===== config.mk =====
export PLATFORM = sky130hd
export DESIGN_NAME = osc_recursive_mc
export DESIGN_NICKNAME = d
export VERILOG_FILES = /design/src/rtl/osc_pkg.sv /design/src/rtl/osc_mac.sv /design/src/rtl/osc_recursive_mc.sv
export SDC_FILE = /design/constraint.sdc
export NUM_CORES = 2
export LEC_CHECK = 0
export ABC_AREA = 1
export CAP_MARGIN = 5
export CORE_MARGIN = 4
export CORE_UTILIZATION = 60
export CTS_BUF_LIST = sky130_fd_sc_hd__clkbuf_8 sky130_fd_sc_hd__clkbuf_16
export CTS_CLUSTER_SIZE = 28
export DETAILED_ROUTE_END_ITERATION = 10
export HOLD_SLACK_MARGIN = 0.05
export PLACE_DENSITY = 0.81
export RECOVER_POWER = 100
export SYNTH_ARGS = -nofsm -noshare
export SYNTH_HDL_FRONTEND = slang
export SYNTH_SLANG_ARGS = --single-unit

===== constraint.sdc =====
create_clock -name Fg_clk -period 18.9 [get_ports Fg_clk]
set_clock_uncertainty 0.1 [all_clocks]
set_input_delay 4.725 -clock Fg_clk [delete_from_list [all_inputs] [get_ports Fg_clk]]
set_output_delay 4.725 -clock Fg_clk [all_outputs]
set_load 0.01 [all_outputs]

===== src/rtl/osc_pkg.sv =====
// Shared types and helpers for the multi-channel recursive oscillator.
// Config opcodes, scan FSM states and the output saturation helper.
package osc_pkg;

  typedef enum logic [1:0] {
    OP_RETUNE = 2'b00,
    OP_LOAD   = 2'b01,
    OP_STOP   = 2'b10,
    OP_RSVD   = 2'b11
  } cfg_op_e;

  typedef enum logic {
    S_IDLE = 1'b0,
    S_SCAN = 1'b1
  } state_e;

  // Clamp a wide signed value to the w-bit signed range (w <= 64).
  function automatic logic [63:0] sat_w(
    input logic signed [65:0] v,
    input int unsigned        w
  );
    logic signed [65:0] hi;
    logic signed [65:0] lo;
    logic signed [65:0] r;
    hi = (66'sd1 <<< (w - 1)) - 66'sd1;
    lo = -(66'sd1 <<< (w - 1));
    if (v > hi)
      r = hi;
    else if (v < lo)
      r = lo;
    else
      r = v;
    return r[63:0];
  endfunction

endpackage


===== src/rtl/osc_mac.sv =====
// Shared multiply-accumulate for the recursive oscillator.
// y = sat(((coef*y1) >>> FRAC) - y2), computed wide enough to never wrap.
module osc_mac
  import osc_pkg::*;
#(
  parameter int W    = 32,
  parameter int FRAC = 29
) (
  input  logic signed [W-1:0] coef,
  input  logic signed [W-1:0] y1,
  input  logic signed [W-1:0] y2,
  output logic signed [W-1:0] y
);

  localparam int PW = 2 * W;
  localparam int DW = 2 * W + 1;

  logic signed [PW-1:0] prod;
  logic signed [PW-1:0] shf;
  logic signed [DW-1:0] diff;
  logic        [63:0]   sat;
  logic                 unused_sat;

  // Full-precision product, scale back to sample units, subtract, clamp.
  always_comb begin
    prod = PW'(coef) * PW'(y1);
    shf  = prod >>> FRAC;
    diff = DW'(shf) - DW'(y2);
    sat  = sat_w(66'(diff), W);
    y    = sat[W-1:0];
  end

  assign unused_sat = ^sat[63:W];

endmodule


===== src/rtl/osc_recursive_mc.sv =====
// Time-multiplexed multi-channel recursive sine generator.
// One MAC serves all channels; retunes wait for a zero crossing.
module osc_recursive_mc
  import osc_pkg::*;
#(
  parameter int W       = 32,
  parameter int FRAC    = 29,
  parameter int NCH     = 4,
  parameter int ZC_BITS = 9,
  parameter int CHW     = (NCH > 1) ? $clog2(NCH) : 1
) (
  input  logic                Fg_clk,
  input  logic                Resetn,
  input  logic                Enable,
  input  logic                cfg_valid,
  output logic                cfg_ready,
  input  logic [CHW-1:0]      cfg_ch,
  input  logic [1:0]          cfg_op,
  input  logic [W-1:0]        cfg_coef,
  input  logic [W-1:0]        cfg_seed,
  output logic                out_valid,
  output logic [CHW-1:0]      out_ch,
  output logic signed [W-1:0] out_data,
  output logic                busy,
  output logic                overrun
);

  state_e         state_q, state_d;
  logic [CHW-1:0] cnt_q, cnt_d;
  logic           tick_pend_q, tick_pend_d;
  logic           overrun_d;
  logic           last;

  logic signed [W-1:0] y1_q   [NCH];
  logic signed [W-1:0] y2_q   [NCH];
  logic signed [W-1:0] coef_q [NCH];
  logic signed [W-1:0] scoef_q[NCH];
  logic signed [W-1:0] sseed_q[NCH];
  cfg_op_e             sop_q  [NCH];
  logic [NCH-1:0]      pend_q;
  logic [NCH-1:0]      act_q;

  logic signed [W-1:0] cy1, cy2, ccoef, scoef, sseed, step, tune_y;
  logic signed [W-1:0] nx_y1, nx_y2, nx_coef, nx_out;
  logic signed [W:0]   ext, mag;
  logic                cact, cpend, zc, nx_act, nx_pend;
  logic                is_stop, is_load, is_tune, is_rsvd;
  cfg_op_e             cop;

  assign busy      = (state_q == S_SCAN);
  assign cfg_ready = ~pend_q[cfg_ch];
  assign last      = (cnt_q == CHW'(NCH - 1));

  // Scan sequencing: one channel per cycle, one queued tick, overrun on a second.
  always_comb begin
    state_d     = state_q;
    cnt_d       = cnt_q;
    tick_pend_d = tick_pend_q;
    overrun_d   = overrun;
    unique case (state_q)
      S_IDLE: begin
        if (Enable | tick_pend_q) begin
          state_d     = S_SCAN;
          cnt_d       = '0;
          tick_pend_d = Enable & tick_pend_q;
        end
      end
      S_SCAN: begin
        if (last) begin
          cnt_d = '0;
          if (Enable | tick_pend_q)
            tick_pend_d = Enable & tick_pend_q;
          else
            state_d = S_IDLE;
        end else begin
          cnt_d = cnt_q + CHW'(1);
          if (Enable) begin
            if (tick_pend_q)
              overrun_d = 1'b1;
            else
              tick_pend_d = 1'b1;
          end
        end
      end
      default: state_d = S_IDLE;
    endcase
  end

  // FSM, scan counter and tick bookkeeping registers.
  always_ff @(posedge Fg_clk or negedge Resetn) begin
    if (!Resetn) begin
      state_q     <= S_IDLE;
      cnt_q       <= '0;
      tick_pend_q <= 1'b0;
      overrun     <= 1'b0;
    end else begin
      state_q     <= state_d;
      cnt_q       <= cnt_d;
      tick_pend_q <= tick_pend_d;
      overrun     <= overrun_d;
    end
  end

  assign cy1   = y1_q[cnt_q];
  assign cy2   = y2_q[cnt_q];
  assign ccoef = coef_q[cnt_q];
  assign scoef = scoef_q[cnt_q];
  assign sseed = sseed_q[cnt_q];
  assign cop   = sop_q[cnt_q];
  assign cact  = act_q[cnt_q];
  assign cpend = pend_q[cnt_q];

  osc_mac #(.W(W), .FRAC(FRAC)) u_mac (
    .coef (ccoef),
    .y1   (cy1),
    .y2   (cy2),
    .y    (step)
  );

  assign ext     = (W+1)'(cy1);
  assign mag     = ext[W] ? -ext : ext;
  assign zc      = mag < ((W+1)'(1) <<< (W - ZC_BITS));
  assign tune_y  = cy2[W-1] ? sseed : -sseed;
  assign is_stop = (cop == OP_STOP);
  assign is_load = (cop == OP_LOAD) | ((cop == OP_RETUNE) & ~cact);
  assign is_tune = (cop == OP_RETUNE) & cact & zc;
  assign is_rsvd = (cop == OP_RSVD);

  // Next state of the channel under the scan pointer.
  always_comb begin
    nx_y1   = cy1;
    nx_y2   = cy2;
    nx_coef = ccoef;
    nx_act  = cact;
    nx_pend = cpend;
    nx_out  = '0;
    if (cact) begin
      nx_y1  = step;
      nx_y2  = cy1;
      nx_out = step;
    end
    if (cpend) begin
      unique case (1'b1)
        is_stop: begin
          nx_y1   = '0;
          nx_y2   = '0;
          nx_coef = '0;
          nx_act  = 1'b0;
          nx_pend = 1'b0;
          nx_out  = '0;
        end
        is_load: begin
          nx_y1   = sseed;
          nx_y2   = '0;
          nx_coef = scoef;
          nx_act  = 1'b1;
          nx_pend = 1'b0;
          nx_out  = sseed;
        end
        is_tune: begin
          nx_y1   = tune_y;
          nx_y2   = '0;
          nx_coef = scoef;
          nx_pend = 1'b0;
          nx_out  = tune_y;
        end
        is_rsvd: nx_pend = 1'b0;
        default: ;
      endcase
    end
  end

  // Per-channel state write-back and config slot capture.
  always_ff @(posedge Fg_clk or negedge Resetn) begin
    if (!Resetn) begin
      for (int i = 0; i < NCH; i++) begin
        y1_q[i]    <= '0;
        y2_q[i]    <= '0;
        coef_q[i]  <= '0;
        scoef_q[i] <= '0;
        sseed_q[i] <= '0;
        sop_q[i]   <= OP_RETUNE;
      end
      pend_q <= '0;
      act_q  <= '0;
    end else begin
      if (state_q == S_SCAN) begin
        y1_q[cnt_q]   <= nx_y1;
        y2_q[cnt_q]   <= nx_y2;
        coef_q[cnt_q] <= nx_coef;
        act_q[cnt_q]  <= nx_act;
        pend_q[cnt_q] <= nx_pend;
      end
      if (cfg_valid && cfg_ready) begin
        sop_q[cfg_ch]   <= cfg_op_e'(cfg_op);
        scoef_q[cfg_ch] <= cfg_coef;
        sseed_q[cfg_ch] <= cfg_seed;
        pend_q[cfg_ch]  <= 1'b1;
      end
    end
  end

  // Registered sample output, one channel per scan cycle.
  always_ff @(posedge Fg_clk or negedge Resetn) begin
    if (!Resetn) begin
      out_valid <= 1'b0;
      out_ch    <= '0;
      out_data  <= '0;
    end else begin
      out_valid <= (state_q == S_SCAN);
      if (state_q == S_SCAN) begin
        out_ch   <= cnt_q;
        out_data <= nx_out;
      end
    end
  end

endmodule

# Word level (Yosys, flattened, before mapping)
# Index checks and enable logic that the tools add are counted.
[op_classes]
n_addsub = 4
mul = 1
n_eq_ne = 6
reduce_logical = 10
n_bitwise = 13
order_cmp = 11
mux = 73
[op_table]
columns = ["op", "count"]
rows = [
  ["32-bit two-way mux", 23],
  ["128-bit bitwise mux", 5],
  ["32-bit binary-select mux with 2-bit select", 5],
  ["32-bit case mux with 3 select lines", 2],
  ["32-bit demux with 2-bit select", 2],
  ["32-bit by 32-bit multiplier with 64-bit output", 1],
  ["32-bit case mux with 2 select lines", 1],
  ["36-bit by 32-bit > comparator with 1-bit output (second input constant)", 1],
  ["36-bit by 32-bit less-than comparator with 1-bit output (second input constant)", 1],
  ["35-bit by 32-bit subtractor with 36-bit output", 1],
  ["33-bit by 25-bit less-than comparator with 1-bit output (second input constant)", 1],
  ["33-bit two-way mux", 1],
  ["32-bit negator with 33-bit output", 1],
  ["32-bit negator", 1],
  ["1-bit two-way mux", 13],
  ["2-bit two-way mux", 5],
  ["4-bit bitwise mux", 2],
  ["8-bit bitwise mux", 1],
  ["4-bit two-way mux", 2],
  ["1-bit binary-select mux with 2-bit select", 3],
  ["2-bit equality test (second input constant)", 3],
  ["3-bit greater-or-equal comparator (second input constant)", 2],
  ["2-bit by 3-bit less-than comparator with 1-bit output (second input constant)", 2],
  ["3-bit by 1-bit less-than comparator with 1-bit output (second input constant)", 2],
  ["21 further kinds", 37],
]
[word_totals]
input_bits = 72
regBits = 696
word_cells = 151

# Depth between registers and ports, before layout
[depth]
depth_word = 15
depth_mapped = 66
ltp_nobuf = 58

# Modules after synthesis
# From an unflattened synthesis, not the netlist that was laid out.
[unflattened]
hier_cells = 9733
area_unflattened_um2 = 74725.4
[by_module_without_submodules]
columns = ["mod", "cells_per_inst", "instances", "seq_area_each_um2", "area_per_inst_um2"]
rows = [
  ["osc_mac", 5290, 1, 0.0, 40441.3],
  ["osc_recursive_mc", 4443, 1, 17416.7, 34284.1],
]

# Least setup slack after synthesis
# No wires, ideal clock.
[synth_timing]
path_kind = "register -> register"
startpoint = "register cnt_q[0]"
endpoint = "register y1_q[10] (netlist name)"
required_ps = 18734
t_arrival_ps = 11285
setup_ps = 66
slack_ps = 7449
path_stages_with_launch = 57
synth_period_minus_slack_ps = 11451
cell_sequence = "dfrtp_1 > inv_2 > buf_2 > buf_4 > buf_2 > buf_2 > buf_1 > clkbuf_1 > nand2_1 > a32oi_1 > inv_1 > buf_2 > buf_1 > nor2_1 > fa_1 > fa_1 > fa_1 > fa_1 > (+21 left out) > nor3b_1 > nand3b_1 > nand3_1 > nand2_1 > nand2_1 > inv_1 > nand2_1 > clkbuf_1 > nand2_1 > nand2_1 > nand2_1 > nand2_1 > nand2_1 > nand2_1 > nand2_1 > nand2_1 > nand2_1 > nand2_1"
[synth_via]
elab_chain_cells = 13
word_cells_on_any_way = 48
cone_classes = "3 x add/sub; 1 x mul; 5 x order compare; 2 x eq/ne; 29 x mux; 6 x bitwise; 2 x reduce/logical"
[synth_rtl]
columns = ["element", "line", "text"]
rows = [
  ["start, declared", "osc_recursive_mc.sv:29", "logic [CHW-1:0] cnt_q, cnt_d;"],
  ["start signal, assigned", "osc_recursive_mc.sv:98", "cnt_q <= cnt_d;"],
  ["2-bit inverter with 3-bit output (not written as such)", "-", ""],
  ["32-bit binary-select mux with 2-bit select (on tied branches)", "osc_recursive_mc.sv:106, osc_recursive_mc.sv:104", ""],
  ["32-bit two-way mux (on tied branches) (2 in series)", "osc_recursive_mc.sv:106, osc_recursive_mc.sv:104", ""],
  ["32-bit by 32-bit multiplier with 64-bit output", "osc_mac.sv:26", "prod = PW'(coef) * PW'(y1);"],
  ["35-bit by 32-bit subtractor with 36-bit output", "osc_mac.sv:28", "diff = DW'(shf) - DW'(y2);"],
  ["36-bit by 32-bit less-than comparator with 1-bit output", "osc_pkg.sv:29", "else if (v < lo)"],
  ["32-bit two-way mux", "osc_pkg.sv:29", ""],
  ["32-bit two-way mux", "osc_pkg.sv:27", "if (v > hi)"],
  ["32-bit two-way mux", "osc_recursive_mc.sv:137", "if (cact) begin"],
  ["32-bit case mux with 3 select lines", "osc_recursive_mc.sv:143", "unique case (1'b1)"],
  ["32-bit two-way mux", "osc_recursive_mc.sv:142", "if (cpend) begin"],
  ["128-bit bitwise mux (*)", "osc_recursive_mc.sv:188", "y1_q[cnt_q] <= nx_y1;"],
  ["end signal, assigned by index", "osc_recursive_mc.sv:188", ""],
  ["end, declared", "osc_recursive_mc.sv:34", "logic signed [W-1:0] y1_q [NCH];"],
]
# Mark *: on every way between the ends. The rest lies on a longest branch, timed or not. The select of a mux whose other input is x is not followed.
# A chain may end at the register's enable or synchronous reset.

# Worst setup path in the final report
[layout_timing]
startpoint = "register cnt_q[0]"
endpoint = "register y1_q[7] (netlist name)"
# The elaborated chain is that of the path after synthesis.

==> flow_summary.ini <==
[outcome]
status = finished, violations left
violations = capacitance limit, slew limit

[setup_path]
worst_path_max_delay_cell = clkbuf_1
crit_arrival_ns = 16.70
endpoint_kind = flip-flop
cpPeakStageDelay_ns = 2.30
start_kind = flip-flop
crit_path_max_fanout = 111
path_class = reg -> reg
reg2reg_slack_ns = 2.75
r2r-start = cnt_q[0]$_DFFE_PN0P_
cpMostUsedCell = nand2_1
required_ns = 19.45
r2r_cells = 53
crit_path_start = cnt_q[0]$_DFFE_PN0P_

[synthesis]
yosysSeqAreaShare = 0.238
yosysUniqueCellTypes = 52
synthTopCellsByCount = nand2_1, inv_1, fa_1, nor2_1, dfrtp_1
ys_top_cells_by_area = fa_1, dfrtp_1, nand2_1
async_flop_share = 1.00
syn-num-nets = 10900
synth_area_per_cell_um2 = 7.67
yosysWarnings = 0
ys_seq_elements = 696
synth_edf_count = 0
synth_area_um2 = 73300
synth_top_cell_area_share = 0.295
synth_area_leader_cell = fa_1
yosysMostFrequentCell = nand2_1
yosys_most_used_dff = dfrtp_1
synthCells = 9562

[floorplanning]
die-area_um2 = 128000
start_util = 0.608
fp.dieW_um = 358
pin_count = 110
die_h_um = 358
core_um2 = 121000
rows = 127

[global_route]
grtUsageMet3 = 0.109
grt_max_degree = 186
grt_use_total = 0.390
met1_usage = 0.485
antenna_found_initial = 8
grt_pass1_wl_mm = 382
grt_pass1_vias = 67000
global_route.peak_usage_layer = met2
grt_overflow_total = 0
grt_use_met2 = 0.603

[clock_tree]
cts.clk_slew.worst_paths_ns = 0.06
ctsResizeCount = 0
cts_hold_buf = 0
clock_sinks = 696
cts_tree = done
htreeDepth = 3
clk_latency_ns = 0.72
clockBufferDepth = 3
cts_root_buffer = clkbuf_16
cts_setup_buffers = 0
cts_inserted_buffers = 77

[finish]
n_fill_cell = 10100
stdcell_count = 11100
area_delta_synth_final_pct = 6.25
area.sequential_um2 = 17400
drive_gt1_frac = 0.0321
multiInputGateArea_um2 = 48500
fin_nets = 10800

[sta]
slew_headroom = -3.04
rsz0062_at_grt = false
setup_viol = 0
min_period_ns = 16.15
clock.fmax_mhz = 61.9
period_share = 0.855
worst_hold_slack_ns = 0.371
final_hold_viol_count = 0
slew_viol_final = 1427
tightest_slew_ns = 6.06
setup_tns_ns = 0

[drt]
vias_per_cell = 5.90
drc = 0
drtIter0Drc = 7422
wl_per_cell_um = 22.1
wirelength_mm = 245
firstDrtPassIters = 7
vias = 65300
final_antenna_net_count = 0

[min_path]
worst_hold_startpoint = overrun$_DFFE_PN0P_
min_path_cells = 1
min_path_type = reg -> reg

[placement]
numPortBuffers = 109
routabilityCongestion = 1.03
placedCellCount = 10900
dpl.hpwl_mm = 177

[flow_run]
drv_cap = 22
critical path, delay by kind of cell, from the launching register on:
family | cells | cell delay, ns
buf+inv | 13 | 4.95
fa+ha+maj | 10 | 4.67
simple gates | 25 | 3.88
compound gates | 4 | 0.93
flops | 1 | 0.71
xor+xnor | 1 | 0.62
cell type report:
type                    count  share of cell area
diodes                      3           0.0000964
clock buffers              90              0.0272
clock inverters            51             0.00543
inverters                1442              0.0697
multi-input cells        6939               0.622
flip-flops and latches    696               0.224
well taps                1612              0.0259
repair buffers            233              0.0256
per-layer routing:
| layer | up-vias | share of wire |
|---|---|---|
| met4 | 4 | 0.081 |
| met3 | 1059 | 0.12 |
| met5 | - | 0.00011 |
| li1 | 28400 | - |
| met2 | 4094 | 0.44 |
| met1 | 31800 | 0.36 |
worst paths after layout:
kind                                                 end
worst max-delay path                 y1_q[7]$_DFFE_PN0P_
worst min-delay path                 overrun$_DFFE_PN0P_
worst max register to register       y1_q[7]$_DFFE_PN0P_
worst min register to register       overrun$_DFFE_PN0P_
max in group asynchronous         coef_q[88]$_DFFE_PN0P_
min in group asynchronous       sseed_q[112]$_DFFE_PN0P_
cell usage in the layout (no fill, tap or decap), types with 4 or more instances in the layout:
master,n
nand3b_1,6
dlygate4sd3_1,40
nor3_1,20
fa_1,1082
nor4_1,6
or2_2,31
xnor2_1,36
inv_1,1434
a31oi_1,8
nand4_1,44
o22ai_1,34
nand2_1,3294
a21oi_1,245
dfrtp_1,693
clkbuf_8,12
xor2_1,53
nor2_1,870
clkdlybuf4s50_1,68
clkbuf_16,78
o211ai_1,6
o21a_1,75
nor2_2,4
clkinv_1,21
o21ai_0,528
a211oi_1,6
a32oi_1,27
a32oi_2,12
o21bai_1,10
clkinv_2,14
buf_4,106
nand3_1,278
ha_1,220
clkbuf_1,15
nand2_2,11
o21ai_1,6
inv_2,6
registers in the layout (all words and copies together) (netlist names):
register and cells:
coef_q 128, scoef_q 128, sseed_q 128, y1_q 128, y2_q 128, out_data 32, sop_q 8, act_q 4
pend_q 4, cnt_q 2, out_ch 2, busy 1, out_valid 1, overrun 1, tick_pend_q 1
kinds of logic (layout without fill, tap and decap cells):
group / count (synthesis) / in the layout / synth area share
other: 0 / 3 / 0
AOI/OAI and AO/OA: 972 / 972 / 0.0743
and+or+nand+nor: 4576 / 4576 / 0.243
xor gates and xnor gates: 89 / 89 / 0.0106
DFF: 696 / 696 / 0.238
buffers and inverters: 1927 / 1816 / 0.101
adders and majority gates: 1302 / 1302 / 0.333
per-stage QoR:
step	setup WS, ns	cell area [µm²]	util
floorplan	7.45	73300	-
global placement	4.88	75600	0.627
detailed placement	4.82	75600	0.627
CTS	4.82	78100	0.648
global route	1.97	77900	0.646
finish	2.75	77900	0.646
Power is not shown: default switching activity piles up to over one toggle a cycle in this logic, so the estimate is an artifact.
